[src/rtl/oacc_border.sv]
// rtl/oacc_border.sv - output-border collector: unary window count -> signed saturating accumulator
//
// Ports:
//   clk       rising-edge clock
//   rst       asynchronous active-high reset
//   clr       synchronous clear (accumulator, counters, FSM -> IDLE)
//   en        advance enable for the counting window
//   i_start   window start pulse; samples i_sign / i_accum
//   i_sign    stream sign (1 = negative)
//   i_accum   1 = add window value to accumulator, 0 = replace it
//   i_bit     unary temporal data bit
//   o_valid   result available (DONE)
//   i_ready   downstream accepts result
//   o_data    signed accumulator value
//   o_busy    window counting in progress
module oacc_border #(
    parameter int WIDTH     = 8,
    parameter int ACC_WIDTH = 16
) (
    input  logic                 clk,
    input  logic                 rst,
    input  logic                 clr,
    input  logic                 en,
    input  logic                 i_start,
    input  logic                 i_sign,
    input  logic                 i_accum,
    input  logic                 i_bit,
    output logic                 o_valid,
    input  logic                 i_ready,
    output logic [ACC_WIDTH-1:0] o_data,
    output logic                 o_busy
);

    localparam logic [WIDTH-1:0]     WIN_W   = WIDTH'(1) << (WIDTH - 1);
    localparam logic [ACC_WIDTH-1:0] ACC_MAX = {1'b0, {(ACC_WIDTH-1){1'b1}}};
    localparam logic [ACC_WIDTH-1:0] ACC_MIN = {1'b1, {(ACC_WIDTH-1){1'b0}}};

    typedef enum logic [1:0] {
        S_IDLE,
        S_COUNT,
        S_UPDATE,
        S_DONE
    } state_t;

    state_t               state_q, state_d;
    logic [WIDTH-1:0]     cyc_q, cyc_d;
    logic [WIDTH-1:0]     ones_q, ones_d;
    logic                 sign_q, sign_d;
    logic                 accum_q, accum_d;
    logic [ACC_WIDTH-1:0] acc_q, acc_d;

    logic [WIDTH-1:0]     cyc_inc;
    logic [ACC_WIDTH-1:0] mag;
    logic [ACC_WIDTH-1:0] value;
    logic [ACC_WIDTH:0]   sum_ext;
    logic [ACC_WIDTH-1:0] sat_sum;

    assign cyc_inc = cyc_q + WIDTH'(1);

    // Magnitude never exceeds WIN, so it fits as a positive ACC_WIDTH value
    // and its negation cannot overflow; -0 naturally yields 0.
    assign mag   = {{(ACC_WIDTH-WIDTH){1'b0}}, ones_q};
    assign value = sign_q ? (~mag + ACC_WIDTH'(1)) : mag;

    // One guard bit: overflow shows up as disagreement of the top two bits.
    assign sum_ext = {acc_q[ACC_WIDTH-1], acc_q} + {value[ACC_WIDTH-1], value};
    always_comb begin
        sat_sum = sum_ext[ACC_WIDTH-1:0];
        if (sum_ext[ACC_WIDTH] != sum_ext[ACC_WIDTH-1]) begin
            sat_sum = sum_ext[ACC_WIDTH] ? ACC_MIN : ACC_MAX;
        end
    end

    always_ff @(posedge clk or posedge rst) begin
        if (rst) begin
            state_q <= S_IDLE;
            cyc_q   <= '0;
            ones_q  <= '0;
            sign_q  <= 1'b0;
            accum_q <= 1'b0;
            acc_q   <= '0;
        end else begin
            state_q <= state_d;
            cyc_q   <= cyc_d;
            ones_q  <= ones_d;
            sign_q  <= sign_d;
            accum_q <= accum_d;
            acc_q   <= acc_d;
        end
    end

    always_comb begin
        state_d = state_q;
        cyc_d   = cyc_q;
        ones_d  = ones_q;
        sign_d  = sign_q;
        accum_d = accum_q;
        acc_d   = acc_q;
        if (clr) begin
            state_d = S_IDLE;
            cyc_d   = '0;
            ones_d  = '0;
            sign_d  = 1'b0;
            accum_d = 1'b0;
            acc_d   = '0;
        end else begin
            case (state_q)
                S_IDLE: begin
                    if (i_start) begin
                        state_d = S_COUNT;
                        sign_d  = i_sign;
                        accum_d = i_accum;
                        cyc_d   = '0;
                        ones_d  = '0;
                    end
                end
                S_COUNT: begin
                    if (en) begin
                        cyc_d  = cyc_inc;
                        ones_d = ones_q + {{(WIDTH-1){1'b0}}, i_bit};
                        if (cyc_inc == WIN_W) begin
                            state_d = S_UPDATE;
                        end
                    end
                end
                S_UPDATE: begin
                    acc_d   = accum_q ? sat_sum : value;
                    state_d = S_DONE;
                end
                S_DONE: begin
                    if (i_ready) begin
                        if (i_start) begin
                            // back-to-back window: handshake and restart together
                            state_d = S_COUNT;
                            sign_d  = i_sign;
                            accum_d = i_accum;
                            cyc_d   = '0;
                            ones_d  = '0;
                        end else begin
                            state_d = S_IDLE;
                        end
                    end
                end
                default: state_d = S_IDLE;
            endcase
        end
    end

    assign o_valid = (state_q == S_DONE);
    assign o_busy  = (state_q == S_COUNT);
    assign o_data  = acc_q;

endmodule

[config.mk]
export PLATFORM = sky130hd
export DESIGN_NAME = oacc_border
export DESIGN_NICKNAME = d
export VERILOG_FILES = /design/src/rtl/oacc_border.sv
export SDC_FILE = /design/constraint.sdc
export NUM_CORES = 1
export LEC_CHECK = 0
export ABC_CLOCK_PERIOD_IN_PS = 4450
export CAP_MARGIN = 20
export CORE_ASPECT_RATIO = 0.5
export CORE_MARGIN = 2
export CORE_UTILIZATION = 55
export CTS_CLUSTER_DIAMETER = 100
export DETAILED_ROUTE_END_ITERATION = 10
export HOLD_SLACK_MARGIN = 0.1
export PLACE_DENSITY_LB_ADDON = 0.25
export SKIP_CTS_REPAIR_TIMING = 1
export SLEW_MARGIN = 20
export SYNTH_ARGS = -nofsm -noshare
export SYNTH_HDL_FRONTEND = slang
export SYNTH_SLANG_ARGS = --single-unit
[constraint.sdc]
create_clock -name clk -period 4.45 [get_ports clk]
set_input_delay 0.89 -clock clk [delete_from_list [all_inputs] [get_ports clk]]
set_output_delay 0.89 -clock clk [all_outputs]
set_load 0.01 [all_outputs]
Yosys cells after proc, flatten, opt, wreduce, memory -nomap -nowiden

Cells that the tools add are included.

Add/subtract/negate cells: 4
Muxes and demuxes: 31
Bitwise gates (word level): 1
Reduce and logical (&&, ||, !) cells: 7
Eq/ne operators: 9

Operators with widths:

| cell                                                | count |
|---|---|
| 2-to-1 mux 16 bit                                   | 6 |
| 2-to-1 mux 8 bit                                    | 8 |
| case mux 8 bit (3 select lines)                     | 2 |
| adder 16 x 16 -> 17 bit                             | 1 |
| adder 16 x 1 -> 16 bit, second input constant       | 1 |
| NOT 8 -> 16 bit                                     | 1 |
| 2-to-1 mux 2 bit                                    | 5 |
| adder 8 x 1 -> 8 bit                                | 1 |
| adder 8 x 1 -> 8 bit, second input constant         | 1 |
| equality test 8 bit, second input constant          | 1 |
| case mux 2 bit (4 select lines)                     | 1 |
| 2-to-1 mux 1 bit                                    | 7 |
| != test 3 x 2 -> 1 bit, second input constant       | 2 |
| != test 3 bit, second input constant                | 2 |
| equality test 2 bit, second input constant          | 2 |
| case mux 1 bit (2 select lines)                     | 2 |
| AND reduction 4 bit                                 | 1 |
| nonzero test 4 bit                                  | 1 |
| AND reduction 3 bit                                 | 1 |
| nonzero test 3 bit                                  | 1 |
| equality test 2 x 1 -> 1 bit, second input constant | 1 |
| zero test 2 bit                                     | 1 |
| AND reduction 2 bit                                 | 1 |
| nonzero test 2 bit                                  | 1 |
| != test 1 bit                                       | 1 |

Register bits: 36

Depth between registers and ports, before layout

Gate-level depths: netlist (run 1).

Depth after elaboration: 9
Mapped depth: 18
Gate-level depth less buffers: 15

Least setup slack after synthesis (run 1)

OpenSTA, ideal clock, no wires.

Path type: reg-to-reg
Start: register ones_q[0]
End: register acc_q[0], in the netlist o_data[0]
Path buffers: 3
Period minus slack after synthesis: 4064 ps
Setup time: 92 ps
Slack: 386 ps
Arrival time: 3972 ps
Data required time: 4358 ps
Cell stages (with the launch flop): 18
Cell sequence: dfrtp_1 -> clkbuf_1 -> inv_1 -> ha_1 -> buf_2 -> or4b_4 -> o21ai_0 -> xnor2_1 -> ha_1 -> a2111oi_0 -> o21ai_0 -> o211ai_1 -> o211ai_2 -> a22o_1 -> or2_1 -> buf_6 -> maj3_2 -> o31ai_2

Longest elaborated chain between the ends: 9
Elaborated cells between the ends (all ways): 10

RTL lines:

| element                                            | line   | source |
|---|---|---|
| start, declared                                    | 47     | `logic [WIDTH-1:0] ones_q, ones_d;` |
| start signal, assigned                             | 85     | `ones_q <= ones_d;` |
| NOT 8 -> 16 bit                                    | 63     | `assign value = sign_q ? (~mag + ACC_WIDTH'(1)) : mag;` |
| adder 16 x 1 -> 16 bit                             | 63     |  |
| 2-to-1 mux 16 bit (*)                              | 63     |  |
| adder 16 x 16 -> 17 bit                            | 66     | `assign sum_ext = {acc_q[ACC_WIDTH-1], acc_q} + {value[ACC_WIDTH-1], value};` |
| 2-to-1 mux 16 bit or != test 1 bit (tied branches) | 70, 69 |  |
| 2-to-1 mux 16 bit                                  | 69     | `if (sum_ext[ACC_WIDTH] != sum_ext[ACC_WIDTH-1]) begin` |
| 2-to-1 mux 16 bit (*)                              | 127    | `acc_d = accum_q ? sat_sum : value;` |
| 2-to-1 mux 16 bit (*)                              | 107    | `case (state_q)` |
| 2-to-1 mux 16 bit (*)                              | 99     | `if (clr) begin` |
| end signal, assigned                               | 81     | `acc_q <= '0;` |
| end signal, assigned                               | 88     | `acc_q <= acc_d;` |
| end, declared                                      | 50     | `logic [ACC_WIDTH-1:0] acc_q, acc_d;` |

Mark *: on every way between the ends. The rest lies on a longest branch, timed or not. The select of a mux whose other input is x is not followed.
A chain may end at the register's enable or synchronous reset.

Worst setup path in the final report (run 1)

Start: register ones_q[3]
End: register acc_q[0], in the netlist o_data[0]

Longest elaborated chain between the ends: 9
Elaborated cells between the ends (all ways): 10

RTL lines:

| element                                            | line |
|---|---|
| NOT 8 -> 16 bit                                    | 63 |
| adder 16 x 1 -> 16 bit                             | 63 |
| 2-to-1 mux 16 bit (*)                              | 63 |
| adder 16 x 16 -> 17 bit (*)                        | 66 |
| 2-to-1 mux 16 bit or != test 1 bit (tied branches) | 70, 69 |
| 2-to-1 mux 16 bit (*)                              | 69 |
| 2-to-1 mux 16 bit (*)                              | 127 |
| 2-to-1 mux 16 bit (*)                              | 107 |
| 2-to-1 mux 16 bit (*)                              | 99 |

Marks and branches as above.

==> key figures, run 1 <==
Outcome
  – Result of the run: finished clean

STA
  – Unrepaired setup endpoints after global routing: no
  – Final worst clock skew: between 0.006 and 0.007 ns
  – Final Slew Violations: 0
  – Count of final hold-check violations: 0
  – Tmin final: 4.13 ns
  – Headroom to the max-slew limit: 44.1%
  – Final setup violating endpoints: 0
  – Share of the cycle needed by the critical path after routing: 92.9%
  – Setup TNS: 0 ns
  – Actual transition at the worst max-transition pin: 0.838 ns
  – Timing-limited maximum frequency: 242 MHz

Routing
  – First-pass DRT Iterations: 5
  – Avg Vias per Cell: 6.45
  – Number of remaining DRC errors: 0
  – Number of DRC markers in iteration 0: between 300 and 400
  – Wirelength per Cell: 18.3 µm
  – Total wirelength of the detailed-routed design: 9850 µm
  – Final ANT Viol Nets: 0
  – Total via count in the routed design: approximately 3.5k

Setup path
  – Startpoint of the lowest-slack register-to-register path: ones_q[3]
  – Dominant delay contributor by cell family on the critical path: compound AO/OA/AOI/OAI gates
  – Capture instance of the worst register-to-register path: o_data[0]
  – Worst setup startpoint: ones_q[3]
  – Crit. End Element: flop
  – Largest stage delay, worst path: 0.60 ns
  – R2R cell count: 12
  – Data arrival at the endpoint of the critical path: between 4 and 5 ns
  – Cell chain of the critical path: or4b_4, o21ai_0, xnor2_1, ha_1, a2111oi_0, o21ai_1, o21ai_0, o211ai_2, a22o_1, or2_4, maj3_2, o31ai_2
  – Crit path buf inv count: 0
  – Critical Path Most Common Cell: o21ai_0
  – Register-to-register setup slack: 0.32 ns
  – Slowest cell on crit path: or4b_4
  – Maximum fanout along the worst path: 15
  – Critical Path Start Type: flop
  – End point of the critical path: o_data[0]
  – Required time reported for the critical path endpoint: 4.65 ns
  – Critical path start-end classification: flop to flop
  – Number of stages on the worst setup path: 12

Floorplanning
  – DIE AREA: 7010 µm²
  – IO Count: 27
  – Row cnt: 20
  – Initial cell density of the core: a little under three fifths
  – DIE HEIGHT: 60.2 µm
  – Die W: 116 µm
  – Std-Cell Core Area: 6080 µm²

Cells and area
  – Growth of design area from synthesis to finish: 14.6%
  – Final standard cell area without fillers: around 4000 µm²
  – Final core utilization: about two thirds
  – Post-layout net count: 483
  – Fraction of final layout cells with drive strength greater than 1: 9.56%
  – Antenna diode instance count: 0

Placed design
  – Final HPWL from detailed placement: 7140 µm
  – Routability congestion estimate: 1.04
  – Input/output buffers: 26
  – Instance area after placement: 3790 µm²

Yosys
  – Post-Synth Simple-Gate Area: 21.1%
  – Multiplexer fraction of the synthesized cell area: 1.19%
  – Compound-gate portion of the synthesized area: 30.7%
  – Cell type with the highest aggregate area in the netlist: dfrtp_1
  – Nets in the synthesized netlist: 467
  – Post-synthesis adder-cell area fraction: 10.4%
  – Count of flip-flops with a built-in enable after synthesis: 0
  – Number of synthesis warnings: 0
  – Largest family of logic cells by synthesized area: compound AO/OA/AOI/OAI gates
  – Fraction of synthesized cell area taken by the top area cell type: 25.9%
  – Top post-synthesis cells by count: nand2_1, o21ai_0, dfrtp_1
  – Flop and latch count out of synthesis: 36
  – Top post-synthesis cells by area: dfrtp_1, ha_1, o21ai_0
  – Fraction of the yosys area taken by sequential cells: 25.9%
  – Most common flop cell mapped by yosys: dfrtp_1
  – Avg Cell Area, Syn: 8.02 µm²
  – FFs w/ async S/R, synth: 100%
  – Cell count after synthesis: 433
  – Cell Area, Synth: 3470 µm²
  – Most used standard cell by instance count after synthesis: nand2_1
  – Synth Area in XOR/XNOR: 4.29%
  – Number of unique standard cell types used by synthesis: 74

CTS
  – Buffers from clock root to sink, at most: 2
  – Worst-Skew Late Latency: 0.29 ns
  – CTS sink count: 36
  – H-tree Lvls: 2
  – Number of CTS-inserted buffers: 5
  – Clk Tree Root Cell: clkbuf_16
  – CTS tree: yes
  – Clock input transition at the sequential cells of the worst setup and hold paths: 0.06 ns

Global route
  – Vias in the first global route: around 3.3k
  – Maximum number of pins on one net before global-route repair: 37
  – Wire length of the first global-routing pass: between 15000 and 20000 µm
  – Grt total ovfl: 0
  – All-Layer GR Usage: 29.3%
  – Antenna violations before repair: 0

Power
  – Worst voltage drop across the vdd grid: roughly 0.24 mV
  – Leakage dissipation: between 1.5 and 2 nW
  – Power density over the cells: 389 nW/µm²

Worst hold path
  – Worst min-delay path class: flop to flop

Run
  – Maximum Capacitance Violations: 0
[cell type report]
type / count / area, µm²
Fill cell: 518 / 2100
Clock inverter: 2 / 35.0
Multi-Input combinational cell: 348 / 2380
Clock buffer: 6 / 129
Tap cell: 88 / 110
Timing Repair Buffer: 38 / 350
Inverter: 20 / 80.1
Sequential cell: 36 / 901
[how the worst min path moves through the flow]
stage,start,to,cells past startpoint
CTS,cyc_q[7],cyc_q[7],1
floorplan,cyc_q[6],cyc_q[6],1
finish,cyc_q[7],cyc_q[7],1
detailed placement,cyc_q[7],cyc_q[7],1
global placement,cyc_q[7],cyc_q[7],1
global route,cyc_q[7],cyc_q[7],1
[per-layer routing]
metal	GRT usage (%)	wire (µm)	vias to the layer above
met3	6.59	863	14
met4	6.63	66	0
li1	-	-	1634
met5	0	0	-
met1	40.3	4490	1651
met2	47.4	4430	173
[kinds of logic after synthesis]
logic type | Yosys count
muxes | 4
AOI/OAI and AO/OA | 152
buffers and inverters | 49
DFF | 36
xor gates and xnor gates | 17
adders and majority gates | 29
and+or+nand+nor | 146
[report_power, final]
| part | internal [mW] | switching, mW |
|---|---|---|
| combinational | 0.290 | 0.411 |
| sequential | 0.368 | 0.0710 |
| clock | 0.264 | 0.144 |
| total | 0.922 | 0.626 |
[registers in the layout (all words and copies together) (netlist names)]
register,flops
cyc_q,8
o_data,16
sign_q,1
state_q,2
accum_q,1
ones_q,8
[through the flow]
stage	cells	total power [mW]	hold slack, ns	setup WS (ns)
global placement	530	1.08	0.512	0.349
finish	538	1.55	0.540	0.318
global route	538	1.63	0.565	0.0300
floorplan	433	0.920	0.485	0.386
detailed placement	530	1.12	0.517	0.152
CTS	538	1.53	0.537	0.111
[placed cells by master, fill, tap and decap left out, types with 3 or more instances in the layout]
cell	n
mux2i_1	3
nor3_1	10
a21o_1	5
and3_1	7
nor2_1	28
a22o_1	8
o22ai_1	3
nor2b_1	4
clkbuf_16	5
o21a_1	4
o221ai_1	3
buf_4	12
nand4_1	8
o31ai_1	5
xnor2_1	13
nand3_1	8
a31oi_1	11
o221a_1	3
a21oi_1	16
clkdlybuf4s50_1	26
o21ai_1	7
xor2_1	4
dfrtp_1	36
nand2_1	52
o211ai_1	8
inv_1	19
o31a_1	6
a211oi_1	3
o21ai_0	42
ha_1	24
nand2b_1	7
(Power assumes the default switching activity.)
==> run 2: changes to the inputs <==
--- a/config.mk
+++ b/config.mk
@@ -14,6 +14,7 @@
 export DETAILED_ROUTE_END_ITERATION = 10
 export HOLD_SLACK_MARGIN = 0.1
 export PLACE_DENSITY_LB_ADDON = 0.25
+export SETUP_SLACK_MARGIN = 0.2
 export SKIP_CTS_REPAIR_TIMING = 1
 export SLEW_MARGIN = 20
 export SYNTH_ARGS = -nofsm -noshare
==> run 2 against run 1 <==
Against the previous run: count of clock-buffer cells in the layout unchanged; critical endpoint unchanged; largest power group unchanged; power rose by 0.12%; hold slack about the same; register-to-register slack barely moved; core utilization rose by 0.14 points.
==> key figures, run 2 (synthesized netlist as in run 1, its figures left out) <==
STA
  – Timing-limited maximum frequency: 242 MHz (-0.19%)
  – Final setup violating endpoints: 0 (unchanged)
  – Share of the cycle needed by the critical path after routing: 93.0% (+0.17 points)
  – Unrepaired setup endpoints after global routing: no
  – Tmin final: 4.14 ns (+0.00766 ns)
  – Headroom to the max-slew limit: 44.6% (+0.50 points)
  – Setup TNS: 0 ns (unchanged)
  – Count of final hold-check violations: 0 (unchanged)
  – Actual transition at the worst max-transition pin: 0.830 ns (-0.00744 ns)
  – Final worst clock skew: 0.00682 ns (+0.000168 ns)
  – Final Slew Violations: 0 (unchanged)

Power
  – Net switching power: 0.626 mW (about the same)
  – Share of total power consumed by net switching: 40.4% (-0.049 points)
  – Worst voltage drop across the vdd grid: 0.239 mV (about the same)
  – Portion of total power attributed to the clock network: 26.4% (about the same)
  – Comb power frac: 45.4% (about the same)
  – Fraction of power consumed by sequential logic: 28.3% (about the same)
  – Internal power summed over all cells: 0.924 mW (+0.20%)
  – Leakage dissipation: 1.69 nW (+0.15%)
  – Power density over the cells: 388 nW/µm² (about the same)

Setup path
  – Worst setup startpoint: ones_q[2]
  – Startpoint of the lowest-slack register-to-register path: ones_q[2]
  – Required time reported for the critical path endpoint: 4.65 ns (about the same)
  – Maximum fanout along the worst path: 15 (unchanged)
  – Cell chain of the critical path: or4b_4, o21ai_0, xnor2_1, ha_1, a2111oi_1, o21ai_1, o21ai_0, o211ai_2, a22o_1, or2_4, maj3_2, o31ai_2
  – Critical Path Start Type: flop
  – Critical Path Most Common Cell: o21ai_0
  – Critical path start-end classification: flop to flop
  – Register-to-register setup slack: 0.31 ns (about the same)
  – Crit. End Element: flop
  – Slowest cell on crit path: or4b_4
  – R2R cell count: 12 (unchanged)
  – Data arrival at the endpoint of the critical path: 4.34 ns (about the same)
  – Largest stage delay, worst path: 0.61 ns (about the same)

Cells and area
  – Number of flip-flops under the largest register name: 16 (unchanged)
  – Antenna diode instance count: 0 (unchanged)
  – Most frequent standard cell in the layout excluding fill and tap cells: nand2_1
  – Post-layout net count: 483 (unchanged)
  – Final cell count without fillers: 538 (unchanged)
  – Growth of design area from synthesis to finish: 14.9%
  – Most frequent cells in the layout: nand2_1, o21ai_0, dfrtp_1
  – Fraction of final layout cells with drive strength greater than 1: 9.78% (+0.22 points)

Routing
  – Total via count in the routed design: 3456 (-0.46%)
  – Avg Vias per Cell: 6.42 (-0.46%)
  – Total wirelength of the detailed-routed design: 9810 µm (-0.43%)
  – Number of DRC markers in iteration 0: 358 (-1.1%)
  – Number of remaining DRC errors: 0 (unchanged)
  – Wirelength per Cell: 18.2 µm (-0.43%)
  – Final ANT Viol Nets: 0 (unchanged)
  – First-pass DRT Iterations: 5 (unchanged)

Run
  – Maximum Capacitance Violations: 0 (unchanged)

Global route
  – Most Crowded Layer GR: met2
  – Met3 Resource Use GR: 6.59% (unchanged)
  – Vias in the first global route: 3259 (unchanged)
  – Antenna violations before repair: 0 (unchanged)
  – Wire length of the first global-routing pass: 15800 µm (unchanged)
  – All-Layer GR Usage: 29.3% (unchanged)
  – Grt total ovfl: 0 (unchanged)
  – Grt met2 use: 47.4% (unchanged)
  – Met1 usage in global routing: 40.3% (unchanged)
  – Maximum number of pins on one net before global-route repair: 37 (unchanged)

CTS
  – H-tree Lvls: 2 (unchanged)
  – CTS sink count: 36 (unchanged)
  – Buffers from clock root to sink, at most: 2 (unchanged)
  – Clock input transition at the sequential cells of the worst setup and hold paths: 0.06 ns (about the same)
  – CTS tree: yes
  – Worst-Skew Late Latency: 0.29 ns (about the same)
  – Clk Tree Root Cell: clkbuf_16
  – Number of CTS-inserted buffers: 5 (unchanged)

Placed design
  – Cells after DPL: 530 (unchanged)
  – Input/output buffers: 26 (unchanged)
  – Final HPWL from detailed placement: 7140 µm (unchanged)
  – Routability congestion estimate: 1.04 (unchanged)

Floorplanning
  – Initial cell density of the core: 57.1% (unchanged)
  – Row cnt: 20 (unchanged)
  – Std-Cell Core Area: 6080 µm² (unchanged)
  – DIE AREA: 7010 µm² (unchanged)
  – Die W: 116 µm (unchanged)
  – IO Count: 27 (unchanged)
  – DIE HEIGHT: 60.2 µm (unchanged)

Worst hold path
  – Hold path cells: 1 (unchanged)
  – Worst min-delay path class: flop to flop
  – Min-delay src: cyc_q[7]

Outcome
  – Result of the run: finished clean
[run 2: final timing paths]
| kind | end |
|---|---|
| max | o_data[0] |
| max reg2reg | o_data[0] |
| max in group asynchronous | o_data[12] |
| min reg2reg | cyc_q[7] |
| min in group asynchronous | cyc_q[5] |
| min | cyc_q[7] |
[run 2: power by group through the flow]
| stage | clock network (mW) | logic (mW) | registers, mW |
|---|---|---|---|
| finish | 0.408 | 0.703 | 0.438 |
| global route | 0.426 | 0.768 | 0.445 |
| CTS | 0.411 | 0.683 | 0.437 |
| detailed placement | 0 | 0.676 | 0.441 |
| global placement | 0 | 0.643 | 0.437 |
| floorplan | 0 | 0.505 | 0.415 |
[run 2: cell type report]
type	count	area [µm²]
Inverter	20	80.1
Clock inverter	2	35.0
Clock buffer	6	129
Multi-Input combinational cell	348	2380
Timing Repair Buffer	38	350
Tap cell	88	110
Fill cell	518	2090
Sequential cell	36	901
[run 2: critical path: cells and delay by family (launching register included)]
kind | cells | cell delay, ns
XOR/XNOR | 1 | 0.19
AND/OR/NAND/NOR | 2 | 0.96
adder cells (fa/ha/maj) | 2 | 0.68
flip-flops | 1 | 0.49
AO/OA/AOI/OAI | 7 | 1.71
[run 2: metrics by stage]
stage	worst slack, ns	utilization [%]	power, mW	cell area, µm²	hold slack, ns
floorplan	0.386	-	0.920	3470	0.485
global placement	0.349	62.4	1.08	3790	0.512
detailed placement	0.152	62.4	1.12	3790	0.517
CTS	0.111	65.1	1.53	3960	0.537
global route	0.202	65.6	1.64	3990	0.565
finish	0.310	65.6	1.55	3990	0.540
[run 2: metal layers]
metal / routed length (µm) / up-vias
li1: - / 1630
met4: 91 / 0
met5: 0 / -
met3: 907 / 15
met2: 4410 / 172
met1: 4400 / 1639
==> run 3: changes to the inputs <==
--- a/config.mk
+++ b/config.mk
@@ -5,7 +5,7 @@
 export SDC_FILE = /design/constraint.sdc
 export NUM_CORES = 1
 export LEC_CHECK = 0
-export ABC_CLOCK_PERIOD_IN_PS = 4450
+export ABC_CLOCK_PERIOD_IN_PS = 4600
 export CAP_MARGIN = 20
 export CORE_ASPECT_RATIO = 0.5
 export CORE_MARGIN = 2
==> constraint.sdc (replaced) <==
create_clock -name clk -period 4.6 [get_ports clk]
set_input_delay 0.92 -clock clk [delete_from_list [all_inputs] [get_ports clk]]
set_output_delay 0.92 -clock clk [all_outputs]
set_load 0.01 [all_outputs]
==> run 3 against run 2 <==
Against the previous run: final area is the same; power fell by 3.3%; die area stayed put; sequential cell count unchanged; combinational power shrank 3%; core utilization unchanged; sequential share of layout area hardly changed; clock power down 2%; non-clock buffer count rose by 1; cell count increased by 0.19%; clock skew fell by 0.0018 ns; critical path type unchanged.
==> key figures, run 3 (synthesized netlist as in run 1, its figures left out) <==
Worst hold path
  – Worst min-delay path class: flop to flop

Setup path
  – Crit path buf inv count: 2 (+2)
  – Critical path start-end classification: flop to flop
  – Required time reported for the critical path endpoint: 4.78 ns (+0.13 ns)
  – Maximum fanout along the worst path: 10 (-5)
  – Dominant delay contributor by cell family on the critical path: compound AO/OA/AOI/OAI gates
  – Largest stage delay, worst path: 0.59 ns (-0.02 ns)
  – Data arrival at the endpoint of the critical path: 4.39 ns (+0.05 ns)
  – Critical Path Start Type: flop
  – Cell chain of the critical path: inv_1, ha_1, or4b_4, o21ai_0, xnor2_1, ha_1, buf_4, and4_1, a21oi_1, a211oi_1, o21ai_0, o211ai_4, nand2_1, o31ai_1
  – Slowest cell on crit path: a211oi_1
  – Crit. End Element: flop

Floorplanning
  – IO Count: 27 (unchanged)
  – Std-Cell Core Area: 6080 µm² (unchanged)
  – Die W: 116 µm (unchanged)
  – Row cnt: 20 (unchanged)
  – DIE HEIGHT: 60.2 µm (unchanged)
  – Initial cell density of the core: 57.1% (unchanged)
  – DIE AREA: 7010 µm² (unchanged)

Routing
  – Final ANT Viol Nets: 0 (unchanged)
  – Number of remaining DRC errors: 0 (unchanged)
  – First-pass DRT Iterations: 5 (unchanged)
  – Total via count in the routed design: 3413 (-1.2%)
  – Number of DRC markers in iteration 0: 349 (-2.5%)
  – Wirelength per Cell: 17.8 µm (-2.6%)
  – Avg Vias per Cell: 6.33 (-1.4%)
  – Total wirelength of the detailed-routed design: 9570 µm (-2.4%)

Outcome
  – Result of the run: finished clean

STA
  – Headroom to the max-slew limit: 40.2% (-4.4 points)
  – Final worst clock skew: 0.00497 ns (-0.00185 ns)
  – Hold WS: 0.531 ns (-0.00949 ns)
  – Final setup violating endpoints: 0 (unchanged)
  – Actual transition at the worst max-transition pin: 0.893 ns (+0.0627 ns)
  – Unrepaired setup endpoints after global routing: no
  – Final Slew Violations: 0 (unchanged)
  – Tmin final: 4.21 ns (+0.0682 ns)
  – Count of final hold-check violations: 0 (unchanged)
  – Setup TNS: 0 ns (unchanged)
  – Timing-limited maximum frequency: 238 MHz (-1.6%)
  – Share of the cycle needed by the critical path after routing: 91.5% (-1.6 points)

Cells and area
  – Most frequent cells in the layout: nand2_1, o21ai_0, dfrtp_1
  – Fraction of final layout cells with drive strength greater than 1: 9.98% (+0.20 points)
  – Antenna diode instance count: 0 (unchanged)
  – Growth of design area from synthesis to finish: 14.9% (unchanged)
  – Final core utilization: 65.6% (unchanged)
  – Fill cell instance count of the final layout: 507 (-2.1%)
  – Post-layout net count: 484 (+0.21%)
  – Number of flip-flops under the largest register name: 16 (unchanged)
  – Final standard cell area without fillers: 3990 µm² (unchanged)
  – Most frequent standard cell in the layout excluding fill and tap cells: nand2_1

Placed design
  – Input/output buffers: 26 (unchanged)
  – Routability congestion estimate: 1.09 (+4.1%)
  – Instance area after placement: 3780 µm² (-0.20%)
  – Final HPWL from detailed placement: 6800 µm (-4.7%)

CTS
  – Worst-Skew Late Latency: 0.29 ns (about the same)
  – CTS sink count: 36 (unchanged)
  – Number of CTS-inserted buffers: 5 (unchanged)
  – CTS tree: yes
  – H-tree Lvls: 2 (unchanged)
  – Clk Tree Root Cell: clkbuf_16
  – Buffers from clock root to sink, at most: 2 (unchanged)
  – Clock input transition at the sequential cells of the worst setup and hold paths: 0.06 ns (about the same)

Global route
  – Maximum number of pins on one net before global-route repair: 37 (unchanged)
  – Grt total ovfl: 0 (unchanged)
  – Antenna violations before repair: 0 (unchanged)
  – All-Layer GR Usage: 29.0% (-0.25 points)
  – Vias in the first global route: 3152 (-3.3%)
  – Wire length of the first global-routing pass: 15500 µm (-1.8%)

Run
  – Maximum Capacitance Violations: 0 (unchanged)

Power
  – Leakage dissipation: 1.69 nW (about the same)
  – Power density over the cells: 375 nW/µm² (-3.3%)
  – Worst voltage drop across the vdd grid: 0.167 mV (-30%)
run 3: changes by cell type in the layout (fill, tap and decap cells not counted), sizes merged:
cell | before | now
buf | 12 | 13
clkbuf | 6 | 5
clkinvlp | 0 | 1
run 3: power by group:
group,switching [mW],internal (mW),total (mW)
combinational,0.400,0.284,0.684
clock,0.143,0.255,0.398
sequential,0.0596,0.356,0.416
total,0.603,0.895,1.50
run 3: final timing paths:
path                            from         end  slack (ns)  cells past startpoint
max in group asynchronous        rst   ones_q[1]        3.18                      3
hold reg to reg             cyc_q[7]    cyc_q[7]        0.53                      1
setup / recovery           ones_q[1]  o_data[11]        0.39                     14
setup reg to reg           ones_q[1]  o_data[11]        0.39                     14
hold / removal              cyc_q[7]    cyc_q[7]        0.53                      1
min in group asynchronous        rst    cyc_q[1]        1.05                      3
run 3: metal layers:
| metal | wire [µm] | global-route usage [%] | share of wire, % |
|---|---|---|---|
| met1 | 4340 | 39.3 | 45 |
| met2 | 4190 | 46.6 | 44 |
| met3 | 936 | 7.71 | 9.8 |
| met4 | 100 | 7.14 | 1.0 |
| met5 | 0 | 0 | 0 |
run 3: area by class of cell:
type / instances / area (µm²) / area share [%]
Multi-Input combinational cell: 348 / 2370 / 59.5
Sequential cell: 36 / 902 / 22.6
Timing Repair Buffer: 39 / 358 / 8.97
Clock buffer: 5 / 125 / 3.14
Tap cell: 88 / 110 / 2.76
Inverter: 20 / 80.1 / 2.01
Clock inverter: 3 / 42.5 / 1.07
run 3: per-stage QoR:
stage / instances / power [mW] / setup WS [ns]
3_5_place_dp: 529 / 1.07 / 0.206
6_report: 539 / 1.50 / 0.392
5_1_grt: 539 / 1.59 / 0.208
4_1_cts: 537 / 1.47 / 0.203
3_3_place_gp: 529 / 1.05 / 0.378
2_1_floorplan: 433 / 0.890 / 0.536
